==> config.mk <==
export PLATFORM = sky130hd
export DESIGN_NAME = status_register_cond
export DESIGN_NICKNAME = d
export VERILOG_FILES = /design/src/rtl/status_register_cond.sv
export SDC_FILE = /design/constraint.sdc
export NUM_CORES = 1
export LEC_CHECK = 0
export BUFFER_PORTS_ARGS = -buffer_cell sky130_fd_sc_hd__buf_2
export CORE_AREA = 2 2 39 41
export DETAILED_ROUTE_END_ITERATION = 16
export DIE_AREA = 0 0 41 43
export PLACE_DENSITY = 0.63
export SLEW_MARGIN = 20
export SYNTH_ARGS = -nofsm -noshare
export SYNTH_HDL_FRONTEND = slang
export SYNTH_SLANG_ARGS = --single-unit
==> constraint.sdc <==
create_clock -name i_Clk -period 1.85 [get_ports i_Clk]
set_clock_uncertainty 0.05 [all_clocks]
set_input_delay 0.2775 -clock i_Clk [delete_from_list [all_inputs] [get_ports i_Clk]]
set_output_delay 0.2775 -clock i_Clk [all_outputs]
set_load 0.05 [all_outputs]
==> src/rtl/status_register_cond.sv <==
// NZCV flag register ({Z,C,N,V} order) with ARM condition-code evaluation for the ID stage.
// Optional same-cycle flag forwarding from the ALU is enabled by defining FLAG_BYPASS_EN.
module status_register_cond #(
  parameter int STATUS_WIDTH = 4
) (
  input  logic                    i_Clk,
  input  logic                    i_Reset,
  input  logic                    i_EX_Valid,
  input  logic                    i_EX_S,
  input  logic [STATUS_WIDTH-1:0] i_Status,
  input  logic                    i_Stall,
  input  logic [3:0]              i_ID_Cond,
  output logic [STATUS_WIDTH-1:0] o_Status,
  output logic                    o_Carry,
  output logic                    o_Cond_Pass,
  output logic                    o_Flag_Hazard
);

  localparam logic [3:0] COND_AL  = 4'b1110;
  localparam logic [3:0] COND_RSV = 4'b1111;

  logic [STATUS_WIDTH-1:0] status_q;
  logic [STATUS_WIDTH-1:0] status_d;
  logic                    pend;
  logic                    upd_en;
  logic [STATUS_WIDTH-1:0] flags_src;

  // Condition evaluation on a {Z,C,N,V} flag vector.
  function automatic logic cond_eval(input logic [3:0] cond, input logic [3:0] f);
    logic z, c, n, v;
    logic res;
    z = f[3];
    c = f[2];
    n = f[1];
    v = f[0];
    res = 1'b0;
    case (cond)
      4'b0000: res = z;
      4'b0001: res = ~z;
      4'b0010: res = c;
      4'b0011: res = ~c;
      4'b0100: res = n;
      4'b0101: res = ~n;
      4'b0110: res = v;
      4'b0111: res = ~v;
      4'b1000: res = c & ~z;
      4'b1001: res = ~c | z;
      4'b1010: res = (n == v);
      4'b1011: res = (n != v);
      4'b1100: res = ~z & (n == v);
      4'b1101: res = z | (n != v);
      4'b1110: res = 1'b1;
      default: res = 1'b0;
    endcase
    return res;
  endfunction

  assign pend   = i_EX_Valid & i_EX_S;
  assign upd_en = pend & ~i_Stall;

  always_comb begin
    status_d = status_q;
    if (upd_en) begin
      status_d = i_Status;
    end
  end

  // Flag register stage: a stalled update is simply re-presented by EX later.
  always_ff @(posedge i_Clk) begin
    if (i_Reset) begin
      status_q <= '0;
    end else begin
      status_q <= status_d;
    end
  end

  assign o_Status = status_q;
  assign o_Carry  = status_q[2];

`ifdef FLAG_BYPASS_EN
  assign flags_src     = pend ? i_Status : status_q;
  assign o_Flag_Hazard = 1'b0;
`else
  assign flags_src     = status_q;
  assign o_Flag_Hazard = pend & (i_ID_Cond != COND_AL) & (i_ID_Cond != COND_RSV);
`endif

  assign o_Cond_Pass = cond_eval(i_ID_Cond, flags_src);

endmodule
-- After elaboration in Yosys (flattened, before gate mapping)
Index checks and enable logic that the tools add are counted.
- register bits after elaboration: 4
- output and inout bits: 7
- bits of input ports: 13
- memories: 0
- bits in latches: 0
- ROM bits: 0
- memory bits (writable): 0
- reductions and logical operators: 1
- bitwise logic cells: 13
- $mul: 0
- div/mod/pow operators: 0
- multiplexer cells: 1
- shift operators: 0
- $add $sub $neg: 0
- equal/unequal tests: 18
- order comparisons: 0
- operators by type and width (operator ; count):
    $eq A4 B4 Y1 const B ; 7
    $eq A4 B3 Y1 const B ; 4
    $pmux W1 S15 ; 1
    $eq A4 B2 Y1 const B ; 2
    $ne A4 B4 Y1 const B ; 2
    $and A1 B1 Y1 ; 6
    $not A1 Y1 ; 5
    $eq A4 B1 Y1 const B ; 1
    $logic_not A4 Y1 ; 1
    $or A1 B1 Y1 ; 2
    $eq A1 B1 Y1 ; 1
    $ne A1 B1 Y1 ; 1

-- Depth between registers and ports, before layout
Gate-level depths: netlist of run 1.
- depth in word-level cells: 3
- depth in mapped cells: 6

-- Least setup slack after synthesis of run 1
Ideal clock, no wire load.
- path kind: register -> output
- from: register status_q[0], in the netlist o_Status[0]
- to: output port o_Cond_Pass
- buffers on the path: 0
- cell stages (with the launch flop): 6
- slack: -0.467 ns
- data required time: 1.522 ns
- data arrival time: 1.990 ns
- cells stage by stage: dfxtp_1 xnor2_1 nand3_1 a21oi_2 xnor2_1 o311ai_2
- longest elaborated chain between the ends: 3
- ends and longest elaborated chain (item ; line ; text):
    start, declared ; 22 ; logic [STATUS_WIDTH-1:0] status_q;
    start signal, assigned ; 73 ; status_q <= status_d;
    $ne A1 B1 Y1 / $eq A1 B1 Y1 (equally long branches) ; n/a ;
    $or A1 B1 Y1 / $and A1 B1 Y1 (equally long branches) ; 51, 50 ;
    $pmux W1 S15 (*) ; 37 ; case (cond)
    end, declared ; 15 ; output logic o_Cond_Pass,
Mark *: on every way between the ends. The rest lies on a longest branch, timed or not.

-- Worst setup path in the final report of run 1
Same ends and word-level chain as after synthesis.

==> results of run 1 <==
[per-stage QoR]
stage | util (%) | total power, W | hold WS [ns] | setup WS, ns | TNS [ns]
4_1_cts | 36.8 | 0.000317 | 0.185 | -0.0445 | -0.0445
3_5_place_dp | 34.7 | 0.000199 | 0.435 | 0.0501 | 0
5_1_grt | 37.5 | 0.000331 | 0.197 | -0.0806 | -0.0806
2_1_floorplan | - | 0.000174 | 0.290 | 0.00359 | 0
6_report | 37.5 | 0.000310 | 0.196 | 0.00283 | 0
3_3_place_gp | 34.7 | 0.000197 | 0.432 | 0.101 | 0
[cell families after synthesis]
kind of cell	Yosys count	synth area share, %
AND/OR/NAND/NOR	17	24.0
AO/OA/AOI/OAI	8	16.8
buffers and inverters	7	11.3
multiplexers	6	16.4
XOR/XNOR	4	9.59
flip-flops	4	21.9
[layer usage]
layer / up-vias / GRT usage (%) / part of all wire (%) / wire [um]
li1: 200 / - / - / -
met1: 173 / 12.3 / 44 / 372
met2: 11 / 18.1 / 50 / 429
met3: 0 / 4.71 / 6.0 / 51
met4: 0 / 4.00 / 0 / 0
met5: - / 0 / 0 / 0
[final timing paths]
| check | depth (start not counted) | slack [ns] | end |
|---|---|---|---|
| worst max-delay path | 6 | 0.003 | o_Cond_Pass |
| worst min-delay path | 2 | 0.20 | o_Status[0]$_SDFFE_PP0P_ |
| worst max register to register | 2 | 1.14 | o_Status[0]$_SDFFE_PP0P_ |
| worst min register to register | 2 | 0.48 | o_Status[2]$_SDFFE_PP0P_ |
[Yosys cell counts, drive strengths merged]
cell    instances
o21ai           2
xor2            1
a41o            1
or2             1
inv             2
o311ai          1
nand4b          2
dfxtp           4
a31oi           1
clkbuf          2
nand2b          1
nor2            6
nand2           4
nand3           2
a21oi           3
mux2i           6
xnor2           3
nor4bb          1
buf             3
[power by group through the flow]
stage                     combinational (W)  sequential [W]  clock (W)
after CTS                          0.000110       0.0000926   0.000114
after global routing               0.000118       0.0000937   0.000119
after global placement             0.000104       0.0000937          0
final                              0.000111       0.0000930   0.000107
after detailed placement           0.000105       0.0000940          0
after floorplan                   0.0000705        0.000104          0
[cell type report]
| class | instances | area, um^2 | share of cell area (%) |
|---|---|---|---|
| multi-input combinational | 35 | 272 | 52.3 |
| timing repair buffer | 20 | 109 | 21.0 |
| sequential | 4 | 88.8 | 17.1 |
| clock buffer | 3 | 22.5 | 4.34 |
| tap | 16 | 20.0 | 3.86 |
| inverter | 2 | 7.51 | 1.45 |
[worst max-delay path, delay by kind of cell, from the launching register on]
| family | cells | cell delay [ns] |
|---|---|---|
| DFF | 1 | 0.36 |
| AOI/OAI and AO/OA | 2 | 0.40 |
| xor gates and xnor gates | 2 | 0.23 |
| and+or+nand+nor | 1 | 0.10 |
| buffers and inverters | 1 | 0.19 |
[timing repair]
action / 4_1_cts / 5_1_grt
resized for setup: 2 / 2
pin swaps: 2 / 1
endpoints found under the setup margin: 1 / 1
==> impl_results.md, run 1 <==
* Status: finished clean
* Fmax at about 540 MHz
* Initial DRC count at 7
* Critical R2R Launch: o_Status[0]$_SDFFE_PP0P_
* Worst path slowest cell: dfxtp_4
* Setup violators final at 0
* Clock transition at the registers of the reported paths at roughly 0.04 ns
* Top cell type by total area after synthesis: dfxtp_1
* Vias/cell at 4.80
* Hold path start: i_Reset
* Clock Path Buffers at 2
* Commonest non-fill, non-tap cell in the layout: buf_2
* Cell Rows at 14
* Vias in the first global route at about 350
* Pwr/cell area at between 500 and 600 mW/mm^2
* Crit path cell chain: xnor2_2, nand3_1, a21oi_2, xnor2_2, o311ai_4, buf_6
* Height of the chip at around 43 um
* Crit path max fanout at 7
* Slew headroom at 82.9%
* Tcrit/Tclk final at 99.8%
* Routability cong. at 0.622
* Switching Fraction at between 30% and 40%
* Initial antenna violation count at 0
* First-pass DRT Iterations at 3
* WP data arrival at around 1.5 ns
* Worst hold path type: in -> reg
* Nets at 79
* Unrepaired setup endpoints after global routing: true
* Power share of the clock group at about a third
* Post-DRT Antenna Nets at 0
* Comb power frac at between 30% and 40%
* Synthesized flop and latch total at 4
* Non-filler cells, final at 80
* Pint at roughly 0.00021 W
* CP endpoint kind: output port
* Syn avg cell area at slightly below 8 um^2
* Post-layout minimum cycle time at approximately 1.8 ns
* Via count at 384
* Most area-consuming cells after synthesis: dfxtp_1, mux2i_1, xnor2_1
* Placed insts at 77
* Largest net degree at the start of global routing at 10
* Max VDD drop at about 0.00036 V
* Clock Tree Root: clkbuf_4
* Syn Inst Count at 46
* Max-cap check violation count at 0
* Top Ports at 20
* Final Max Slew Viols at 0
* Die area at 0.00176 mm^2
* Worst skew pair latency at ~0.23 ns
* Sw power at around 0.00010 W
* Ant diodes at 0
* Fillers at between 150 and 200
* Initial Utilization at between 20% and 30%
* Worst-margin pin slew at 0.254 ns
* Post-synth cell types at 22
* DRC Markers at 0
* Most used cell, CP: xnor2_2
* Drt wl/cell at ~11 um
* Most frequent cells in the layout: buf_2, mux2i_1, nor2_1
* First-pass GRT wire length at between 1000 and 1500 um
* Endpoints failing hold at 0
* Dpl hpwl at between 600 and 700 um
* CTS buffer count at 3
* Number of flip-flops under the largest register name at 4
* CTS tree: yes
* Buffers inserted by post-CTS timing repair at 0
* CP startpoint kind: flop
* Die W at 41 um
* Final instance area at slightly above 500 um^2
* Synth-to-layout area growth at 42.1%
* Core Region at 0.00138 mm^2
* Required @ worst endpoint at 1.52 ns
* H-tree levels at 1
* Sequential area share after synthesis at roughly 22%
* GR Util All Layers at 11.2%
* Critical path origin: o_Status[0]$_SDFFE_PP0P_
* Post-synth net total at 59
* Leakage power at 0.260 nW
* # clock sinks at 4
* Sequential Power Share at 30.0%
* Post-synth top area share at 21.9%
* Placed Area at approximately 480 um^2
* Synth warn at 0
* CTS Hold Bufs at 0
* Total routed wirelength at 852 um
* Mapped Area at between 300 and 400 um^2
* Port Buffer Count at 19
* Crit Path Category: reg -> out
* GRT Residual Overflow at 0
* Share of cells above drive strength 1 at around 50%
* Max incr delay on CP at approximately 0.36 ns
Note: power is estimated with default switching activity, not from simulation.
==> run 2: changes to the inputs <==
Settings changed: REMOVE_ABC_BUFFERS set to 1.
==> run 2 against run 1 <==
  * Critical path depth rose by 1
  * Hold slack got worse by 0.0078 ns
  * Highest routed layer is now met4
  * Power fell by 1.3%
  * Via count rose by 1.3%
  * Largest power group unchanged
  * Cell count rose by 2.5%
  * Global-route usage rose by 1.0 points
  * Clock power barely moved
  * Maximum frequency rose by 2.0%
  * First-iteration DRC count fell by 86%
==> impl_results.md, run 2 (synthesis results as in run 1) <==
* Unrepaired setup endpoints after global routing: true
* First-pass DRT Iterations at 2
* Final Max Slew Viols at 0
* Final Core Density at between 30% and 40%
* Leakage power at ~0.27 nW
* Port Buffer Count at 19
* Crit Path Category: reg -> out
* Sequential Power Share at between 30% and 40%
* Share of cells above drive strength 1 at 51.5%
* Initial Utilization at around a quarter
* Synth-to-layout area growth at 43.5%
* Initial antenna violation count at 0
* Worst path slowest cell: dfxtp_4
* Commonest non-fill, non-tap cell in the layout: buf_2
* Height of the chip at roughly 43 um
* Most frequent cells in the layout: buf_2, mux2i_1, nor2_1
* Post-layout minimum cycle time at between 1.5 and 2 ns
* Cell Rows at 14
* Final hold slack at between 0.15 and 0.2 ns
* CTS buffer count at 3
* Worst skew pair latency at ~0.23 ns
* Pint at 0.000205 W
* Drt wl/cell at approximately 11 um
* Vias/cell at ~4.7
* Switching Fraction at 33.0%
* Worst hold path type: in -> reg
* Crit path max fanout at 4
* Worst Path Buf+Inv at 2
* Max-cap check violation count at 0
* Nets at between 80 and 90
* Comb power frac at about a third
* Required @ worst endpoint at 1.52 ns
* GRT Residual Overflow at 0
* Clock transition at the registers of the reported paths at 0.04 ns
* Vias in the first global route at about 370
* Total routed wirelength at between 800 and 900 um
* CTS Hold Bufs at 0
* Clock Tree Root: clkbuf_4
* Largest net degree at the start of global routing at 10
* Max incr delay on CP at 0.35 ns
* Ant diodes at 0
* Fmax at 552 MHz
* H-tree levels at 1
* Slew headroom at 83.8%
* Die W at just over 40 um
* Clock Path Buffers at 2
* CTS tree: yes
* Initial DRC count at 1
* Setup violators final at 0
* Max VDD drop at around 0.00035 V
* Crit path cell chain: buf_4, xnor2_2, nand4b_1, a21oi_2, nor2_2, o311ai_2, buf_6
* # clock sinks at 4
* Core Region at between 0.001 and 0.0015 mm^2
* Final TNS setup at 0 ns
* Post-DRT Antenna Nets at 0
* Status: finished clean
* Sw power at around 0.00010 W
* Endpoints failing hold at 0
* Gate family responsible for the most delay along the worst path: flip-flops
* WP data arrival at between 1 and 1.5 ns
* Top Ports at 20
* Tcrit/Tclk final at 97.9%
* Power share of the clock group at between 30 and 40%
* Pwr/cell area at roughly 600 mW/mm^2
* GR Util All Layers at between 10% and 20%
* CP startpoint kind: flop
* Worst-margin pin slew at about 0.24 ns
* Die area at roughly 0.0018 mm^2
* Via count at 389
* Routability cong. at between 0.6 and 0.7
* Number of flip-flops under the largest register name at 4
* First-pass GRT wire length at between 1000 and 1500 um
* CP endpoint kind: output port
* DRC Markers at 0
run 2: per-stage QoR:
| step | total power (W) | cells | setup slack [ns] | area [um^2] |
|---|---|---|---|---|
| finish | 0.000306 | 82 | 0.0396 | 524 |
| detailed placement | 0.000192 | 78 | 0.123 | 462 |
| global placement | 0.000191 | 78 | 0.147 | 462 |
| global route | 0.000326 | 82 | -0.0205 | 524 |
| floorplan | 0.000157 | 41 | -0.591 | 332 |
| CTS | 0.000309 | 82 | 0.00456 | 510 |
run 2: area by class of cell:
| cell class | count | area (um^2) |
|---|---|---|
| inverters | 2 | 7.51 |
| well taps | 16 | 20.0 |
| repair buffers | 22 | 124 |
| clock buffers | 3 | 22.5 |
| multi-input cells | 35 | 265 |
| fillers | 153 | 860 |
| flip-flops and latches | 4 | 85.1 |
run 2: power by group through the flow:
stage          combinational [W]  clock [W]  sequential [W]
2_1_floorplan          0.0000494          0        0.000108
3_3_place_gp           0.0000975          0       0.0000940
3_5_place_dp           0.0000979          0       0.0000944
4_1_cts                 0.000105   0.000112       0.0000926
5_1_grt                 0.000116   0.000118       0.0000930
6_report                0.000108   0.000106       0.0000926
run 2: worst paths after layout:
path                                  from                  endpoint  slack [ns]  cells after the start
setup / recovery  o_Status[0]$_SDFFE_PP0P_               o_Cond_Pass        0.04                      7
hold reg to reg   o_Status[3]$_SDFFE_PP0P_  o_Status[3]$_SDFFE_PP0P_        0.51                      2
hold / removal                     i_Reset  o_Status[0]$_SDFFE_PP0P_        0.19                      2
setup reg to reg  o_Status[1]$_SDFFE_PP0P_  o_Status[1]$_SDFFE_PP0P_        1.02                      3
run 2: worst reg2reg max path, cell delays in order, from the launching register on:
cell and delay, ns:
dfxtp_2 0.33, buf_4 0.16, mux2i_1 0.14, nor2_1 0.05
run 2: per-layer routing:
metal	global-route usage, %	vias up	part of all wire [%]	wire, um
met1	14.2	167	41	362
li1	-	201	-	-
met5	0	-	0	0
met4	10.0	0	3.3	29
met3	3.14	4	7.4	66
met2	17.5	17	48	427
run 2: timing repair:
item                       in CTS  in global routing
pin swaps                       3                  3
gates resized for setup         6                  3
buffers inserted                1                  0
setup endpoints to repair       1                  1
